<file path="config.mk">
export PLATFORM = sky130hd
export DESIGN_NAME = hop_sched_flat
export DESIGN_NICKNAME = d
export VERILOG_FILES = /design/src/rtl/hop_pkg.sv /design/src/rtl/hop_sched_if.sv /design/src/rtl/hop_table.sv /design/src/rtl/hop_sched.sv /design/src/flat_wrapper.sv
export SDC_FILE = /design/constraint.sdc
export NUM_CORES = 2
export LEC_CHECK = 0
export ABC_AREA = 1
export BUFFER_PORTS_ARGS = -buffer_cell sky130_fd_sc_hd__buf_4
export CAP_MARGIN = 20
export CORE_MARGIN = 2
export CORE_UTILIZATION = 40
export DETAILED_ROUTE_END_ITERATION = 6
export PLACE_DENSITY = 0.62
export SLEW_MARGIN = 0
export SYNTH_ARGS = -nofsm -noshare
export SYNTH_HDL_FRONTEND = slang
export SYNTH_SLANG_ARGS = --single-unit
export TNS_END_PERCENT = 20
</file>
<file path="constraint.sdc">
create_clock -name clk -period 6.2 [get_ports clk]
set_input_delay 0.31 -clock clk [delete_from_list [all_inputs] [get_ports clk]]
set_output_delay 0.31 -clock clk [all_outputs]
set_load 0.005 [all_outputs]
</file>
<file path="src/rtl/hop_pkg.sv">
// ============================================================================
// Module   : hop_pkg
// Purpose  : Shared hop-scheduler constants and state encoding for the loader.
// Revision : 1.0
// ============================================================================
`default_nettype none

package hop_pkg;

  localparam int HOP_TX_BITS_WIDTH = 128;
  localparam int HOP_NTX_BITS      = $clog2(HOP_TX_BITS_WIDTH);

  typedef enum logic [1:0] {
    ST_IDLE      = 2'd0,
    ST_LOAD      = 2'd1,
    ST_WAIT_DONE = 2'd2,
    ST_DWELL     = 2'd3
  } hop_state_e;

endpackage

`default_nettype wire

</file>
<file path="src/rtl/hop_sched_if.sv">
// ============================================================================
// Module   : hop_sched_if
// Purpose  : Scheduler-to-scan-loader link (data_in / srst / scan_load_chip).
// Revision : 1.0
// ============================================================================
`default_nettype none

interface hop_sched_if
  import hop_pkg::*;
#(
  parameter int TX_BITS_WIDTH = HOP_TX_BITS_WIDTH
) ();

  logic [TX_BITS_WIDTH-1:0] scan_data;
  logic                     scan_srst;
  logic                     scan_done;

  modport master (output scan_data, output scan_srst, input  scan_done);
  modport slave  (input  scan_data, input  scan_srst, output scan_done);

endinterface

`default_nettype wire

</file>
<file path="src/rtl/hop_table.sv">
// ============================================================================
// Module   : hop_table
// Purpose  : Hop word register array, one write port, one combinational read.
// Revision : 1.0
// ============================================================================
`default_nettype none

module hop_table #(
  parameter int WIDTH = 128,
  parameter int DEPTH = 8,
  parameter int AW    = 3
) (
  input  wire logic             clk,
  input  wire logic             wr_en_i,
  input  wire logic [AW-1:0]    wr_addr_i,
  input  wire logic [WIDTH-1:0] wr_data_i,
  input  wire logic [AW-1:0]    rd_addr_i,
  output logic      [WIDTH-1:0] rd_data_o
);

  // Deliberately unreset: table contents survive a scheduler reset.
  logic [WIDTH-1:0] mem_q [DEPTH];

  always_ff @(posedge clk) begin
    if (wr_en_i && (int'(wr_addr_i) < DEPTH)) begin
      mem_q[wr_addr_i] <= wr_data_i;
    end
  end

  assign rd_data_o = mem_q[rd_addr_i];

endmodule

`default_nettype wire

</file>
<file path="src/rtl/hop_sched.sv">
// ============================================================================
// Module   : hop_sched
// Purpose  : Steps through a hop table, issuing one scan load per hop.
// Revision : 1.0
// ============================================================================
`default_nettype none

module hop_sched
  import hop_pkg::*;
#(
  parameter int TX_BITS_WIDTH = HOP_TX_BITS_WIDTH,
  parameter int NUM_HOPS      = 8,
  parameter int IDX_WIDTH     = 3,
  parameter int DWELL_WIDTH   = 32,
  parameter int TIMEOUT       = 1024
) (
  input  wire logic                     clk,
  input  wire logic                     reset,
  input  wire logic                     enable,
  input  wire logic [IDX_WIDTH:0]       num_hops,
  input  wire logic [DWELL_WIDTH-1:0]   dwell_cycles,
  input  wire logic                     wr_en,
  input  wire logic [IDX_WIDTH-1:0]     wr_addr,
  input  wire logic [TX_BITS_WIDTH-1:0] wr_data,
  hop_sched_if.master                   scan,
  output logic                          busy,
  output logic [IDX_WIDTH-1:0]          hop_idx,
  output logic [15:0]                   hop_cnt,
  output logic                          err_timeout
);

  localparam int TMO_W = $clog2(TIMEOUT + 1);
  // Compared before the increment, so the last WAIT_DONE cycle is TIMEOUT-2.
  localparam logic [TMO_W-1:0] TMO_LAST = TMO_W'(TIMEOUT - 2);

  hop_state_e               state_q;
  logic                     busy_q;
  logic [TX_BITS_WIDTH-1:0] scan_data_q;
  logic                     scan_srst_q;
  logic [IDX_WIDTH-1:0]     hop_idx_q;
  logic [15:0]              hop_cnt_q;
  logic                     err_q;
  logic [TMO_W-1:0]         tmo_q;
  logic [DWELL_WIDTH-1:0]   dwell_q;

  logic [IDX_WIDTH-1:0]     idle_idx_d;
  logic [IDX_WIDTH:0]       idx_inc_d;
  logic [IDX_WIDTH-1:0]     next_idx_d;
  logic [IDX_WIDTH-1:0]     rd_addr_d;
  logic [TX_BITS_WIDTH-1:0] rd_data_d;
  logic [DWELL_WIDTH-1:0]   dwell_load_d;
  logic                     hops_active_d;

  always_comb begin
    hops_active_d = (num_hops != '0);
    idle_idx_d    = ({1'b0, hop_idx_q} >= num_hops) ? '0 : hop_idx_q;
    idx_inc_d     = {1'b0, hop_idx_q} + (IDX_WIDTH+1)'(1);
    next_idx_d    = (idx_inc_d >= num_hops) ? '0 : idx_inc_d[IDX_WIDTH-1:0];
    rd_addr_d     = (state_q == ST_DWELL) ? next_idx_d : idle_idx_d;
    dwell_load_d  = (dwell_cycles == '0) ? '0 : dwell_cycles - DWELL_WIDTH'(1);
  end

  hop_table #(
    .WIDTH (TX_BITS_WIDTH),
    .DEPTH (NUM_HOPS),
    .AW    (IDX_WIDTH)
  ) u_table (
    .clk       (clk),
    .wr_en_i   (wr_en),
    .wr_addr_i (wr_addr),
    .wr_data_i (wr_data),
    .rd_addr_i (rd_addr_d),
    .rd_data_o (rd_data_d)
  );

  always_ff @(posedge clk) begin
    if (reset) begin
      state_q     <= ST_IDLE;
      busy_q      <= 1'b0;
      scan_data_q <= '0;
      scan_srst_q <= 1'b0;
      hop_idx_q   <= '0;
      hop_cnt_q   <= '0;
      err_q       <= 1'b0;
      tmo_q       <= '0;
      dwell_q     <= '0;
    end else begin
      scan_srst_q <= 1'b0;
      case (state_q)
        ST_IDLE: begin
          if (enable && hops_active_d && !err_q) begin
            hop_idx_q   <= idle_idx_d;
            scan_data_q <= rd_data_d;
            scan_srst_q <= 1'b1;
            busy_q      <= 1'b1;
            state_q     <= ST_LOAD;
          end
        end
        ST_LOAD: begin
          tmo_q   <= '0;
          state_q <= ST_WAIT_DONE;
        end
        ST_WAIT_DONE: begin
          tmo_q <= tmo_q + TMO_W'(1);
          if (scan.scan_done) begin
            hop_cnt_q <= hop_cnt_q + 16'd1;
            dwell_q   <= dwell_load_d;
            state_q   <= ST_DWELL;
          end else if (tmo_q == TMO_LAST) begin
            err_q   <= 1'b1;
            busy_q  <= 1'b0;
            state_q <= ST_IDLE;
          end
        end
        ST_DWELL: begin
          if (dwell_q == '0) begin
            hop_idx_q <= next_idx_d;
            if (enable && hops_active_d) begin
              scan_data_q <= rd_data_d;
              scan_srst_q <= 1'b1;
              state_q     <= ST_LOAD;
            end else begin
              busy_q  <= 1'b0;
              state_q <= ST_IDLE;
            end
          end else begin
            dwell_q <= dwell_q - DWELL_WIDTH'(1);
          end
        end
        default: begin
          busy_q  <= 1'b0;
          state_q <= ST_IDLE;
        end
      endcase
    end
  end

  assign scan.scan_data = scan_data_q;
  assign scan.scan_srst = scan_srst_q;
  assign busy           = busy_q;
  assign hop_idx        = hop_idx_q;
  assign hop_cnt        = hop_cnt_q;
  assign err_timeout    = err_q;

endmodule

`default_nettype wire

</file>
<file path="src/flat_wrapper.sv">
// flat-port wrapper written by rule: the top's interface ports become plain ports
module hop_sched_flat import hop_pkg::*;
#(
  parameter int TX_BITS_WIDTH = HOP_TX_BITS_WIDTH,
  parameter int NUM_HOPS      = 8,
  parameter int IDX_WIDTH     = 3,
  parameter int DWELL_WIDTH   = 32,
  parameter int TIMEOUT       = 1024
)
  (clk, reset, enable, num_hops, dwell_cycles, wr_en, wr_addr, wr_data, busy, hop_idx, hop_cnt, err_timeout, scan_scan_data, scan_scan_srst, scan_scan_done);
  hop_sched_if #(.TX_BITS_WIDTH(TX_BITS_WIDTH)) scan_i ();
  input  wire logic clk;
  input  wire logic reset;
  input  wire logic enable;
  input  wire logic [IDX_WIDTH:0] num_hops;
  input  wire logic [DWELL_WIDTH-1:0] dwell_cycles;
  input  wire logic wr_en;
  input  wire logic [IDX_WIDTH-1:0] wr_addr;
  input  wire logic [TX_BITS_WIDTH-1:0] wr_data;
  output logic busy;
  output logic [IDX_WIDTH-1:0] hop_idx;
  output logic [15:0] hop_cnt;
  output logic err_timeout;
  output wire logic [$bits(scan_i.scan_data)-1:0] scan_scan_data;
  output wire logic [$bits(scan_i.scan_srst)-1:0] scan_scan_srst;
  input wire logic [$bits(scan_i.scan_done)-1:0] scan_scan_done;
  assign scan_scan_data = scan_i.scan_data;
  assign scan_scan_srst = scan_i.scan_srst;
  assign scan_i.scan_done = scan_scan_done;
  hop_sched #(.TX_BITS_WIDTH(TX_BITS_WIDTH), .NUM_HOPS(NUM_HOPS), .IDX_WIDTH(IDX_WIDTH), .DWELL_WIDTH(DWELL_WIDTH), .TIMEOUT(TIMEOUT)) u_core (.clk(clk), .reset(reset), .enable(enable), .num_hops(num_hops), .dwell_cycles(dwell_cycles), .wr_en(wr_en), .wr_addr(wr_addr), .wr_data(wr_data), .scan(scan_i), .busy(busy), .hop_idx(hop_idx), .hop_cnt(hop_cnt), .err_timeout(err_timeout));
endmodule
</file>
==> metrics.md <==
| Metric | Value |
|---|---|
| CTS tree | built |
| Setup bufs post-CTS | 0 |
| Initial antenna violation count | 20 |
| Main flop type after synthesis | edfxtp_1 |
| Vias in the first global route | 36.8k |
| Leakage | 0.0266 µW |
| Wirelength per Cell | 18.7 µm |
| Peak Freq | 254 MHz |
| Post-synth EDFFs | 1024 |
| Clk_skew | 0.0233 ns |
| Final worst path period need | 3.94 ns |
| Global placement routability congestion | 0.904 |
| CTS Sinks | 1219 |
| Total global routing overflow | 0 |
| Initial DRC Count | 3552 |
| Crit Path Max Fanout | 208 |
| Worst slew pin tran | 1.41 ns |
| Syn-to-layout area delta | 17.3% |
| Die area | 140000 µm² |
| Via count | 38.9k |
| # DRC | 0 |
| GRT Total Usage | 20.5% |
| Startpoint types | flip-flop |
| Reg clk slew, reported paths | 0.06 ns |
| I/O pins | 322 |
| CTS Buffer Depth | 3 |
| Port Buf Inserts | 321 |
| Synth Instances | 5504 |
| Pwr Total | 25600 µW |
| Final setup vio count | 0 |
| Peak VDD IR | 359 µV |
| Clk Tree Root Cell | clkbuf_16 |
| FF+latch count, synth | 1219 |
| Final wirelength | 146000 µm |
| Synth cell types | 42 |
| Status | completed |
| HP Class | primary input to flip-flop |
| Crit. End Element | flip-flop |
| FP Rows | 135 |
| Pre-Repair DR Iteration Count | 6 |
| Post-synthesis sequential area ratio | 63.4% |
| Yosys warning count | 0 |
| Pwr dens | 400 nW/µm² |
| Synth top area share | 56.3% |
| Worst EP required | 6.85 ns |
| Die Width | 374 µm |
| Synth async-reset ratio | 0% |
| Synth cell count leaders | nand2_1, nand3_1, edfxtp_1 |
| Layout cell share with drive strength beyond 1 | 13.5% |
| Number of max-cap violations | 0 |
| Num CTS Buffers | 134 |
| RSZ-0062 raised after global routing | no |
| Vias per Instance | 5.02 |
| Largest net degree at the start of global routing | 209 |
| Slew Limit Fails | 0 |
| Syn avg cell area | 9.93 µm² |
| Worst setup path class | flip-flop to flip-flop |
| Starting Density | 40.3% |
| Synth area leader | edfxtp_1 |
| Synth Net Count | 5695 |
| Crit path DAT | 4.59 ns |
| Cell Area, Synth | 54600 µm² |
| Final nets | 6055 |
| Top-count cell post-synth | nand2_1 |
| First-pass GRT wire length | 221000 µm |
| Fin. Hold Viols | 0 |
| Worst-Skew Late Latency | 0.78 ns |
| Die height | 374 µm |
| Setup WS pre-CTS | 2.32 ns |
| Detailed placer's ending HPWL | 76100 µm |
| Core area | 135000 µm² |
| Largest cells by area after synthesis | edfxtp_1, nand3_1, nand2_1 |
| Period utilization | 63.5% |
| H-tree lvl count | 4 |
| Max-slew headroom | 5.74% |
| Detail Route Antenna Nets | 0 |
| PnR worst setup slack | 2.26 ns |
## layout by cell type, fill, tap and decap left out, drive strengths merged, types with 3 or more instances in the layout
cell | synthesis | final
ha | 19 | 19
nand3 | 1078 | 1078
nand2 | 1328 | 1328
nand3b | 130 | 130
clkinvlp | 0 | 6
diode | 0 | 10
nor3 | 21 | 21
o21ai | 68 | 68
dfxtp | 195 | 195
bufinv | 0 | 3
buf | 234 | 380
nand4 | 16 | 16
edfxtp | 1024 | 1024
dlygate4sd3 | 0 | 158
nor2 | 212 | 212
or2 | 4 | 4
xnor2 | 10 | 10
a21oi | 174 | 174
clkinv | 0 | 49
o21a | 3 | 3
inv | 869 | 879
clkbuf | 80 | 176
xor2 | 27 | 27
## state kept, by name, indices dropped and copies added (netlist names)
register and flops:
u_core.hop_idx 3, u_core.scan.scan_data 128, u_core.hop_cnt 16, u_core.tmo_q 11
u_core.dwell_q 32, u_core.err_timeout 1, u_core.u_table.mem_q 1024, u_core.busy 1
u_core.state_q 2, u_core.scan.scan_srst 1
## routing by layer
| metal | wire (µm) | part of all wire, % | GRT usage [%] |
|---|---|---|---|
| met5 | 148 | 0.10 | 0 |
| met2 | 68600 | 47 | 33.3 |
| met3 | 10300 | 7.1 | 4.06 |
| met1 | 63100 | 43 | 27.7 |
| met4 | 3270 | 2.2 | 6.39 |
## critical path, stage by stage, from the launching register on
cell	delay, ns
dfxtp_1	0.35
ha_1	0.20
buf_4	0.26
inv_2	0.43
nor2_1	0.14
nand3_4	0.14
buf_4	0.59
buf_12	0.53
nand3_1	0.14
nand3_1	0.17
nand3_1	0.11
nand2_1	0.13
a21oi_2	0.05
## cells by family (layout without fill, tap and decap cells)
| group | Yosys count | after routing | synth area share [%] |
|---|---|---|---|
| AO/OA/AOI/OAI | 251 | 251 | 3.04 |
| adder cells (fa/ha/maj) | 19 | 19 | 0.435 |
| AND/OR/NAND/NOR | 2795 | 2795 | 23.3 |
| flip-flops | 1219 | 1219 | 63.4 |
| XOR/XNOR | 37 | 37 | 0.593 |
| buffers and inverters | 1183 | 1651 | 9.24 |
| other | 0 | 10 | 0 |
## cell type report
type | count | area [µm²]
inverter | 869 | 3280
sequential | 1219 | 34700
fill | 12400 | 71400
antenna | 10 | 25.0
clock buffer | 176 | 3660
multi-input combinational | 3102 | 15100
timing repair buffer | 538 | 4620
clock inverter | 68 | 557
tap | 1781 | 2230
## worst paths after layout
kind	from	end	slack, ns	depth (start not counted)
setup / recovery	u_core.state_q[0]	u_core.scan.scan_data[58]	2.26	12
hold / removal	wr_addr[1]	u_core.u_table.mem_q[6][21]	0.08	3
setup reg to reg	u_core.state_q[0]	u_core.scan.scan_data[58]	2.26	12
hold reg to reg	u_core.tmo_q[6]	u_core.tmo_q[7]	0.48	2
## report_power, final
group	internal, µW	total (µW)	switching (µW)
sequential	9620	10100	513
combinational	2650	7840	5190
clock	4330	7640	3310
total	16600	25600	9020
## repair_timing
item | CTS | global route
endpoints found under the hold margin | 1064 | 0
gates resized for setup | 0 | 0
hold buffers | 158 | 0
## stage by stage
stage / util [%] / hold WS, ns / setup TNS [ns] / area (µm²) / cells
2_1_floorplan: - / 0.409 / -160.20 / 54600 / 5504
3_3_place_gp: 43.0 / 0.466 / 0 / 58300 / 7351
5_1_grt: 47.3 / 0.0533 / 0 / 64100 / 7759
6_report: 47.3 / 0.0758 / 0 / 64100 / 7763
4_1_cts: 47.3 / 0.0122 / 0 / 64100 / 7753
3_5_place_dp: 43.0 / 0.473 / 0 / 58300 / 7351
(Power assumes the default switching activity.)
